**src/rtl/win_ctrl_pkg.sv**
```systemverilog
// rtl/win_ctrl_pkg.sv - shared types and default geometry for the ping-pong BRAM window controller
package win_ctrl_pkg;

  typedef enum logic [1:0] {
    C_IDLE = 2'd0,
    C_IRQ  = 2'd1,
    C_READ = 2'd2
  } cpu_state_e;

  // Default geometry: address MSB selects the bank, the rest index within it
  localparam int ADDR_W_DEF = 4;
  localparam int PTR_W      = ADDR_W_DEF - 1;
  localparam int BANK       = 2 ** PTR_W;

endpackage

```
**src/rtl/sat_cnt.sv**
```systemverilog
// rtl/sat_cnt.sv - saturating up-counter with synchronous clear; clear+inc in one cycle yields 1
module sat_cnt #(
  parameter int W = 8
) (
  input  logic         clk_i,
  input  logic         rst_i,
  input  logic         clr_i,
  input  logic         inc_i,
  output logic [W-1:0] cnt_o
);

  always_ff @(posedge clk_i or posedge rst_i) begin
    if (rst_i) begin
      cnt_o <= '0;
    end else if (clr_i) begin
      cnt_o <= inc_i ? W'(1) : '0;
    end else if (inc_i && (cnt_o != {W{1'b1}})) begin
      cnt_o <= cnt_o + W'(1);
    end
  end

endmodule

```
**src/rtl/bram_win_ctrl.sv**
```systemverilog
// rtl/bram_win_ctrl.sv - ping-pong window controller feeding the sample BRAM port A
// Fills one bank while the CPU reads the other; interrupts once per full bank, drops when both are owned.
module bram_win_ctrl #(
  parameter int DATA_W = 16,
  parameter int ADDR_W = 4,
  parameter int OVF_W  = 8
) (
  input  logic              clk_i,
  input  logic              rst_i,
  input  logic [DATA_W-1:0] sample_i,
  input  logic              sample_en_i,
  input  logic              flush_i,
  input  logic              irq_ack_i,
  input  logic              rd_done_i,
  input  logic              clr_ovf_i,
  output logic              wea_o,
  output logic [ADDR_W-1:0] addra_o,
  output logic [DATA_W-1:0] dina_o,
  output logic              irq_o,
  output logic [ADDR_W-1:0] win_base_o,
  output logic              ovf_o,
  output logic [OVF_W-1:0]  ovf_cnt_o
);

  import win_ctrl_pkg::*;

  localparam int WP_W = ADDR_W - 1;

  generate
    if (ADDR_W < 2) begin : g_addr_chk
      $error("bram_win_ctrl: ADDR_W must be at least 2");
    end
  endgenerate

  cpu_state_e        state_q, state_d;
  logic              rd_bank_q, rd_bank_d;
  logic              irq_d;
  logic [ADDR_W-1:0] base_d;
  logic              rd_clr;

  logic              wr_bank_q;
  logic [WP_W-1:0]   wr_ptr_q;
  logic [1:0]        full_q, full_set, full_clr;
  logic              ptr_last, accept, drop;

  // A bank released this cycle is writable this cycle: the clear wins over the drop
  assign ptr_last = (wr_ptr_q == {WP_W{1'b1}});
  assign accept   = sample_en_i && !flush_i && (!full_q[wr_bank_q] || full_clr[wr_bank_q]);
  assign drop     = sample_en_i && !flush_i && !accept;

  always_comb begin
    full_set = 2'b00;
    full_clr = 2'b00;
    if (accept && ptr_last) full_set[wr_bank_q] = 1'b1;
    if (rd_clr)             full_clr[rd_bank_q] = 1'b1;
  end

  always_ff @(posedge clk_i or posedge rst_i) begin
    if (rst_i) begin
      full_q <= 2'b00;
    end else if (flush_i) begin
      full_q <= 2'b00;
    end else begin
      full_q <= (full_q & ~full_clr) | full_set;
    end
  end

  // Write path
  always_ff @(posedge clk_i or posedge rst_i) begin
    if (rst_i) begin
      wr_bank_q <= 1'b0;
      wr_ptr_q  <= '0;
      wea_o     <= 1'b0;
      addra_o   <= '0;
      dina_o    <= '0;
    end else if (flush_i) begin
      wr_bank_q <= 1'b0;
      wr_ptr_q  <= '0;
      wea_o     <= 1'b0;
      addra_o   <= '0;
      dina_o    <= '0;
    end else begin
      wea_o <= accept;
      if (accept) begin
        addra_o <= {wr_bank_q, wr_ptr_q};
        dina_o  <= sample_i;
        if (ptr_last) begin
          wr_ptr_q  <= '0;
          wr_bank_q <= ~wr_bank_q;
        end else begin
          wr_ptr_q <= wr_ptr_q + WP_W'(1);
        end
      end
    end
  end

  always_ff @(posedge clk_i or posedge rst_i) begin
    if (rst_i) begin
      ovf_o <= 1'b0;
    end else if (drop) begin
      ovf_o <= 1'b1;
    end else if (clr_ovf_i) begin
      ovf_o <= 1'b0;
    end
  end

  sat_cnt #(.W(OVF_W)) u_ovf_cnt (
    .clk_i (clk_i),
    .rst_i (rst_i),
    .clr_i (clr_ovf_i),
    .inc_i (drop),
    .cnt_o (ovf_cnt_o)
  );

  // CPU ownership FSM
  always_ff @(posedge clk_i or posedge rst_i) begin
    if (rst_i) begin
      state_q    <= C_IDLE;
      rd_bank_q  <= 1'b0;
      irq_o      <= 1'b0;
      win_base_o <= '0;
    end else begin
      state_q    <= state_d;
      rd_bank_q  <= rd_bank_d;
      irq_o      <= irq_d;
      win_base_o <= base_d;
    end
  end

  always_comb begin
    state_d   = state_q;
    rd_bank_d = rd_bank_q;
    irq_d     = irq_o;
    base_d    = win_base_o;
    rd_clr    = 1'b0;
    if (flush_i) begin
      state_d   = C_IDLE;
      rd_bank_d = 1'b0;
      irq_d     = 1'b0;
      base_d    = '0;
    end else begin
      case (state_q)
        C_IDLE: begin
          if (full_q[rd_bank_q]) begin
            state_d = C_IRQ;
            irq_d   = 1'b1;
            base_d  = {rd_bank_q, {WP_W{1'b0}}};
          end
        end
        C_IRQ: begin
          if (irq_ack_i) begin
            state_d = C_READ;
            irq_d   = 1'b0;
          end
        end
        C_READ: begin
          if (rd_done_i) begin
            rd_clr    = 1'b1;
            rd_bank_d = ~rd_bank_q;
            state_d   = C_IDLE;
          end
        end
        default: begin
          state_d = C_IDLE;
          irq_d   = 1'b0;
        end
      endcase
    end
  end

  // With exactly one bank owned, it must never be the one being filled
  a_wr_not_owned: assert property (@(posedge clk_i) disable iff (rst_i)
    (^full_q) |-> !full_q[wr_bank_q]);

endmodule
```
**config.mk**
```make
export PLATFORM = sky130hd
export DESIGN_NAME = bram_win_ctrl
export DESIGN_NICKNAME = d
export VERILOG_FILES = /design/src/rtl/win_ctrl_pkg.sv /design/src/rtl/sat_cnt.sv /design/src/rtl/bram_win_ctrl.sv
export SDC_FILE = /design/constraint.sdc
export NUM_CORES = 1
export LEC_CHECK = 0
export CAP_MARGIN = 10
export CORE_AREA = 2 2 62 76
export DETAILED_ROUTE_END_ITERATION = 10
export DIE_AREA = 0 0 64 78
export HOLD_SLACK_MARGIN = 0.02
export PLACE_DENSITY = 0.86
export SYNTH_ARGS = -nofsm -noshare
export SYNTH_HDL_FRONTEND = slang
export SYNTH_SLANG_ARGS = --single-unit
```
**constraint.sdc**
```tcl
create_clock -name clk_i -period 4.2 [get_ports clk_i]
set_input_delay 0.42 -clock clk_i [delete_from_list [all_inputs] [get_ports clk_i]]
set_output_delay 0.42 -clock clk_i [all_outputs]
set_load 0.05 [all_outputs]
```
==> results of run 1 <==
[metrics by stage]
stage,instance area (sq um),setup WS [ps],hold slack [ps],utilization [%],std cells
after global routing,2730,1890,579,65.0,318
after global placement,2590,1740,508,61.8,310
after detailed placement,2590,1720,531,61.8,310
final,2730,2010,542,65.0,318
after CTS,2730,2010,547,65.0,318
after floorplan,2050,2150,473,-,210
[state kept, by name (all words and copies together), names as in the netlist]
signal and cells:
state_q 2, full_q 2, wea_o 1, addra_o 4, rd_bank_q 1, wr_bank_q 1
u_ovf_cnt.cnt_o 8, ovf_o 1, wr_ptr_q 3, win_base_o 1, dina_o 16, irq_o 1
[report_power, final]
group          switching (mW)  total (mW)  internal (mW)  leakage, nW
clock                   0.134       0.370          0.236       0.0681
combinational          0.0871       0.140         0.0533        0.523
sequential            0.00891       0.418          0.409        0.557
total                   0.230       0.928          0.698         1.15
[cell usage in the layout, fill, tap and decap left out, types with 2 or more instances in the layout]
cell type        Yosys  layout
inv_1                3       3
a21o_1               3       3
and3_1               3       3
clkbuf_8             0       5
nor2_1              11      11
nor2b_1              3       3
clkdlybuf4s50_1      0      54
conb_1               1       3
mux2_4               2       2
buf_4                4       3
nand3_1              3       3
a21oi_1              8       8
nor3_1               3       3
nand3b_1             2       2
a31oi_1              2       2
bufinv_16            0       2
nand2_1             26      26
and2_1               2       2
nand2b_1            28      28
o21ai_1              2       2
ha_1                 3       3
or3_1                2       2
dfrtp_1             41      41
o21ai_0             28      28
[tightest hold or removal path: cells and delay by family (launching register included)]
family	cells	cell delay [ps]
AOI/OAI and AO/OA	1	70
DFF	1	380
buffers and inverters	1	50
[area by class of cell]
type,count,area share [%]
clock inverter,3,2.38
tap,56,2.57
clock buffer,5,2.52
timing repair buffer,57,20.6
sequential,41,37.6
multi-input combinational,153,33.9
inverter,3,0.413
[routing by layer]
metal | vias up | part of all wire, % | GRT usage [%]
met2 | 45 | 50 | 28.6
met1 | 778 | 43 | 23.6
met5 | - | 0 | 0
met3 | 6 | 5.4 | 4.93
met4 | 0 | 1.6 | 5.87
li1 | 810 | - | -
[worst min-delay path by stage]
stage                            from          to  slack [ps]
after global routing       addra_o[0]  addra_o[0]         580
after global placement    wr_ptr_q[2]  addra_o[2]         510
after detailed placement  wr_ptr_q[2]  addra_o[2]         530
after CTS                   dina_o[5]   dina_o[5]         550
final                           ovf_o       ovf_o         540
after floorplan           wr_ptr_q[1]  addra_o[1]         470
[logic make-up (layout without fill, tap and decap cells)]
group                    after synthesis  count (layout)
AO/OA/AOI/OAI                         52              52
AND/OR/NAND/NOR                       92              92
buffers and inverters                 16              68
multiplexers                           2               2
flip-flops                            41              41
other                                  1               3
XOR/XNOR                               1               1
adder cells (fa/ha/maj)                3               3
==> results.py, run 1 <==
metrics = {
    "cts": {
        "htreeDepth": 2,
        "cts_tree": "done",
        "clk_path_buf_depth": 2,
        "clkTransAtPathRegs_ps": 80,
        "cts_resized": 0,
        "cts-hold-fix-buffers": 0,
        "cts_num_sinks": 41,
        "numCtsBuffers": 5,
        "cts_setup_buffers": 0,
        "cts-root-buf": "clkbuf_8",
        "clock_latency_ps": 290,
    },
    "routing": {
        "drc": 0,
        "wl_per_cell_um": 12.9,
        "wl_mm": 4.12,
        "viasPerCell": 5.15,
        "ant_nets": 0,
        "num_vias": 1639,
        "dr.first_iter.drc_count": 126,
        "drt_first_pass_iters": 4,
    },
    "setup_path": {
        "critPathCaptureType": "register",
        "reg2regPathDepth": 5,
        "reg2reg_to": "u_ovf_cnt.cnt_o[4]",
        "crit_required_ps": 4370,
        "critPathKind": "in2reg",
        "crit_start": "flush_i",
        "cpPeakStageDelay_ps": 460,
        "crit_path_cell_trace": "clkdlybuf4s50_1, buf_4, and4bb_4, a21oi_2, o21a_4, and3_1, mux2_4",
        "cp.depth": 7,
        "crit_family": "buffers and inverters",
        "cp_slowest_cell": "clkdlybuf4s50_1",
        "timing.rr.start": "state_q[0]",
        "start_kind": "input port",
        "endpoint": "u_ovf_cnt.cnt_o[4]",
        "crit_arrival_ps": 2360,
        "rrSetupSlack_ps": 2380,
        "cp_max_fo": 34,
        "cp_num_buf_inv": 2,
    },
    "pwr": {
        "ir_drop_v": 0.000266,
        "p_leak_nw": 1.15,
        "p_per_area_nw_per_um2": 340,
        "power_mw": 0.928,
    },
    "sta": {
        "finClkSkew_ps": 6.29,
        "rsz0062_at_grt": "no",
        "post-route-period-util_pct": 52.0,
        "tns_ps": 0,
        "hold_violations": 0,
        "worst_pin_slew_ps": 523,
        "period_needed_ps": 2190,
        "slew_violations": 0,
        "setup_viol": 0,
        "slew_headroom_pct": 65.0,
        "fmax_mhz": 457,
    },
    "placement": {
        "place_hpwl_mm": 2.82,
        "gp_congestion": 0.782,
        "port_buffers": 54,
    },
    "synthesis": {
        "ys_warn_count": 0,
        "synth.area.top_cells": "dfrtp_1, nand2b_1, o21ai_0, nand2_1, nor2_1",
        "synthMuxAreaShare_pct": 1.47,
        "synthMostInstantiatedCell": "dfrtp_1",
        "syn_avg_cell_area_sq_um": 9.82,
        "synth_seq_cells": 41,
        "ys_types": 43,
        "synth_top_family_by_area": "simple AND/OR/NAND/NOR gates",
        "seq_area_frac_synth_pct": 50.2,
        "synth_xor_area_share_pct": 0.429,
        "syn_area_sq_um": 2040,
        "synth_compound_area_share_pct": 15.5,
        "synthTopCellsByCount": "dfrtp_1, nand2b_1, o21ai_0",
        "yosysTopAreaCell": "dfrtp_1",
        "async_flop_share_pct": 100,
        "synthSimpleGateAreaFrac_pct": 25.5,
        "ys.flop_type": "dfrtp_1",
        "yosys.area.top_type_share_pct": 50.2,
        "synthCells": 208,
        "synth_fa_ha_area_share_pct": 1.84,
        "synth_edf_count": 0,
    },
    "hold_path": {
        "min_path_cells": 2,
        "worstHoldPathType": "reg2reg",
    },
    "floorplanning": {
        "chipWidth_um": 64,
        "start_util_pct": 48.7,
        "ios": 58,
        "die-area_sq_um": 4990,
        "die_height_um": 78,
        "placementRows": 26,
        "coreArea_sq_um": 4200,
    },
    "cells_and_area": {
        "multi_input_area_sq_um": 925,
        "fillCellCount": 350,
        "nets": 287,
        "area_delta_synth_final_pct": 33.6,
        "num_antenna_cells": 0,
        "drive_above_1_share_pct": 7.63,
        "ff_latch_area_sq_um": 1030,
    },
    "job": {
        "cap_violations": 0,
    },
    "global_route": {
        "grt_pass1_vias": 1490,
        "grt_pass1_wl_mm": 7.00,
        "grt_max_degree": 46,
        "grtUsageTotal_pct": 18.0,
        "antenna_found_initial": 0,
        "grt.overflow.total": 0,
    },
    "outcome": {
        "status": "finished, final reports clean",
    },
}
(Power assumes the default switching activity.)
==> run 2: changes to the inputs <==
CORE_AREA = 2 2 66 81   (was 2 2 62 76)
DIE_AREA = 0 0 68 83   (was 0 0 64 78)
PLACE_DENSITY = 0.81   (was 0.86)
clock period = 2 ns   (was 4.2 ns; I/O delays follow)
==> run 2 against run 1 <==
Compared with the run above:
- largest power group unchanged
- worst setup slack lost 1800 ps
- clock power grew 60%
- routed wire length grew 1.7%
- sequential cell count is the same
- critical path depth shrank 1
- total power grew 90%
- sequential share of layout area is essentially flat
- sequential power grew 110%
==> results.py, run 2 (synthesis results as in run 1) <==
metrics = {
    "cells_and_area": {
        "area_delta_synth_final_pct": 34.1,
        "final_common_cell": "clkdlybuf4s50_1",
        "nets": 290,
        "largest_reg_flops": 16,
        "num_antenna_cells": 0,
        "reg_top3": "dina_o x16, u_ovf_cnt.cnt_o x8, addra_o x4",
        "most-common-layout-cells": "clkdlybuf4s50_1, dfrtp_1, nand2b_1, o21ai_0, nand2_1",
        "regMostFlops": "dina_o",
        "final_util_pct": 56.7,
        "fillCellCount": 439,
        "drive_above_1_share_pct": 9.43,
        "final_cell_area_sq_um": 2740,
        "ff_latch_area_sq_um": 1030,
        "multi_input_area_sq_um": 925,
    },
    "setup_path": {
        "critPathKind": "reg2reg",
        "crit_arrival_ps": 2020,
        "start_kind": "register",
        "crit_top_cell": "nand3_1",
        "crit_required_ps": 2210,
        "cp_max_fo": 6,
        "cpPeakStageDelay_ps": 440,
        "cp_slowest_cell": "dfrtp_2",
        "critPathCaptureType": "register",
        "crit_path_cell_trace": "ha_1, and3_1, nand3_1, nand3_1, or3_1, a21oi_1",
    },
    "sta": {
        "hold_violations": 0,
        "worst_pin_slew_ps": 542,
        "finClkSkew_ps": 5.89,
        "setup_viol": 0,
        "fmax_mhz": 555,
        "tns_ps": 0,
        "slew_headroom_pct": 63.7,
        "rsz0062_at_grt": "no",
        "post-route-period-util_pct": 90.1,
        "slew_violations": 0,
        "period_needed_ps": 1800,
    },
    "routing": {
        "viasPerCell": 5.03,
        "num_vias": 1636,
        "ant_nets": 0,
        "wl_mm": 4.19,
        "drt_first_pass_iters": 4,
        "wl_per_cell_um": 12.9,
        "drc": 0,
        "dr.first_iter.drc_count": 172,
    },
    "cts": {
        "cts-root-buf": "clkbuf_8",
        "cts-hold-fix-buffers": 0,
        "cts_setup_buffers": 0,
        "cts_num_sinks": 41,
        "htreeDepth": 2,
        "clk_path_buf_depth": 2,
        "cts_resized": 0,
        "cts_tree": "done",
        "clock_latency_ps": 290,
        "clkTransAtPathRegs_ps": 80,
        "numCtsBuffers": 5,
    },
    "pwr": {
        "switching_share_pct": 27.2,
        "pwr-share-comb_pct": 16.9,
        "intPower_mw": 1.29,
        "netSwitchingPower_mw": 0.481,
        "p_leak_nw": 1.15,
        "power_mw": 1.77,
        "ir_drop_v": 0.000393,
        "clockPowerShare_pct": 33.5,
        "p_per_area_nw_per_um2": 645,
        "sequentialPowerShare_pct": 49.6,
    },
    "placement": {
        "port_buffers": 54,
        "gp_congestion": 0.790,
        "place_hpwl_mm": 2.85,
        "placed_cell_area_sq_um": 2640,
    },
    "global_route": {
        "grt_pass1_vias": 1662,
        "grtUsageTotal_pct": 16.5,
        "grt.overflow.total": 0,
        "grt_pass1_wl_mm": 7.25,
        "antenna_found_initial": 0,
        "grt_max_degree": 46,
    },
    "floorplanning": {
        "ios": 58,
        "die_height_um": 83,
        "chipWidth_um": 68,
        "start_util_pct": 42.2,
        "die-area_sq_um": 5640,
        "coreArea_sq_um": 4830,
        "placementRows": 28,
    },
    "hold_path": {
        "worstHoldPathType": "in2async",
    },
    "job": {
        "cap_violations": 0,
    },
    "outcome": {
        "status": "finished, final reports clean",
    },
}
run 2: cell count changes in the layout (fill, tap and decap cells not counted):
cell       change
buf_12         +1
buf_4          +2
bufinv_16      -2
clkbuf_8       +2
dfrtp_1        -2
dfrtp_2        +2
run 2: power groups by stage:
stage	clock network (mW)	registers, mW	logic, mW
3_3_place_gp	0	0.893	0.299
6_report	0.591	0.877	0.299
3_5_place_dp	0	0.894	0.302
2_1_floorplan	0	0.984	0.0939
4_1_cts	0.611	0.877	0.303
5_1_grt	0.652	0.880	0.323
run 2: area by class of cell:
class / instances / share of cell area, %
Sequential cell: 41 / 37.6
Multi-Input combinational cell: 153 / 33.8
Timing Repair Buffer: 60 / 21.8
Clock buffer: 7 / 3.52
Tap cell: 60 / 2.74
Inverter: 3 / 0.411
Clock inverter: 1 / 0.183
run 2: critical path: cells and delay by family, from the launching register on:
kind	cells	cell delay [ps]
adder cells (fa/ha/maj)	1	220
flip-flops	1	440
AND/OR/NAND/NOR	4	910
AO/OA/AOI/OAI	1	140
run 2: path summary, 6_finish.rpt:
| check | depth (start not counted) | start | slack (ps) | to |
|---|---|---|---|---|
| setup / recovery | 6 | u_ovf_cnt.cnt_o[0] | 200 | u_ovf_cnt.cnt_o[5] |
| hold reg to reg | 2 | wr_ptr_q[1] | 530 | addra_o[1] |
| min in group clk_i | 3 | sample_i[5] | 450 | dina_o[5] |
| hold / removal | 3 | rst_i | 320 | dina_o[0] |
| max in group asynchronous | 3 | rst_i | 1270 | u_ovf_cnt.cnt_o[1] |
| setup reg to reg | 6 | u_ovf_cnt.cnt_o[0] | 200 | u_ovf_cnt.cnt_o[5] |
run 2: metal layers:
layer,wire (um),GRT usage [%]
met5,0,0
met4,61,6.73
met3,279,4.47
met2,2080,26.2
met1,1760,20.8
run 2: through the flow:
| stage | hold WS (ps) | setup WS (ps) | cells |
|---|---|---|---|
| 2_1_floorplan | 314 | 119 | 210 |
| 3_3_place_gp | 511 | 86.4 | 317 |
| 3_5_place_dp | 519 | 65.0 | 317 |
| 4_1_cts | 343 | 196 | 325 |
| 5_1_grt | 405 | 60.5 | 325 |
| 6_report | 321 | 199 | 325 |
==> run 3: changes to the inputs <==
SLEW_MARGIN = 15   (was not set)
==> results of run 3 <==
No change in the layout: final DEF, timing and power equal those of run 2.
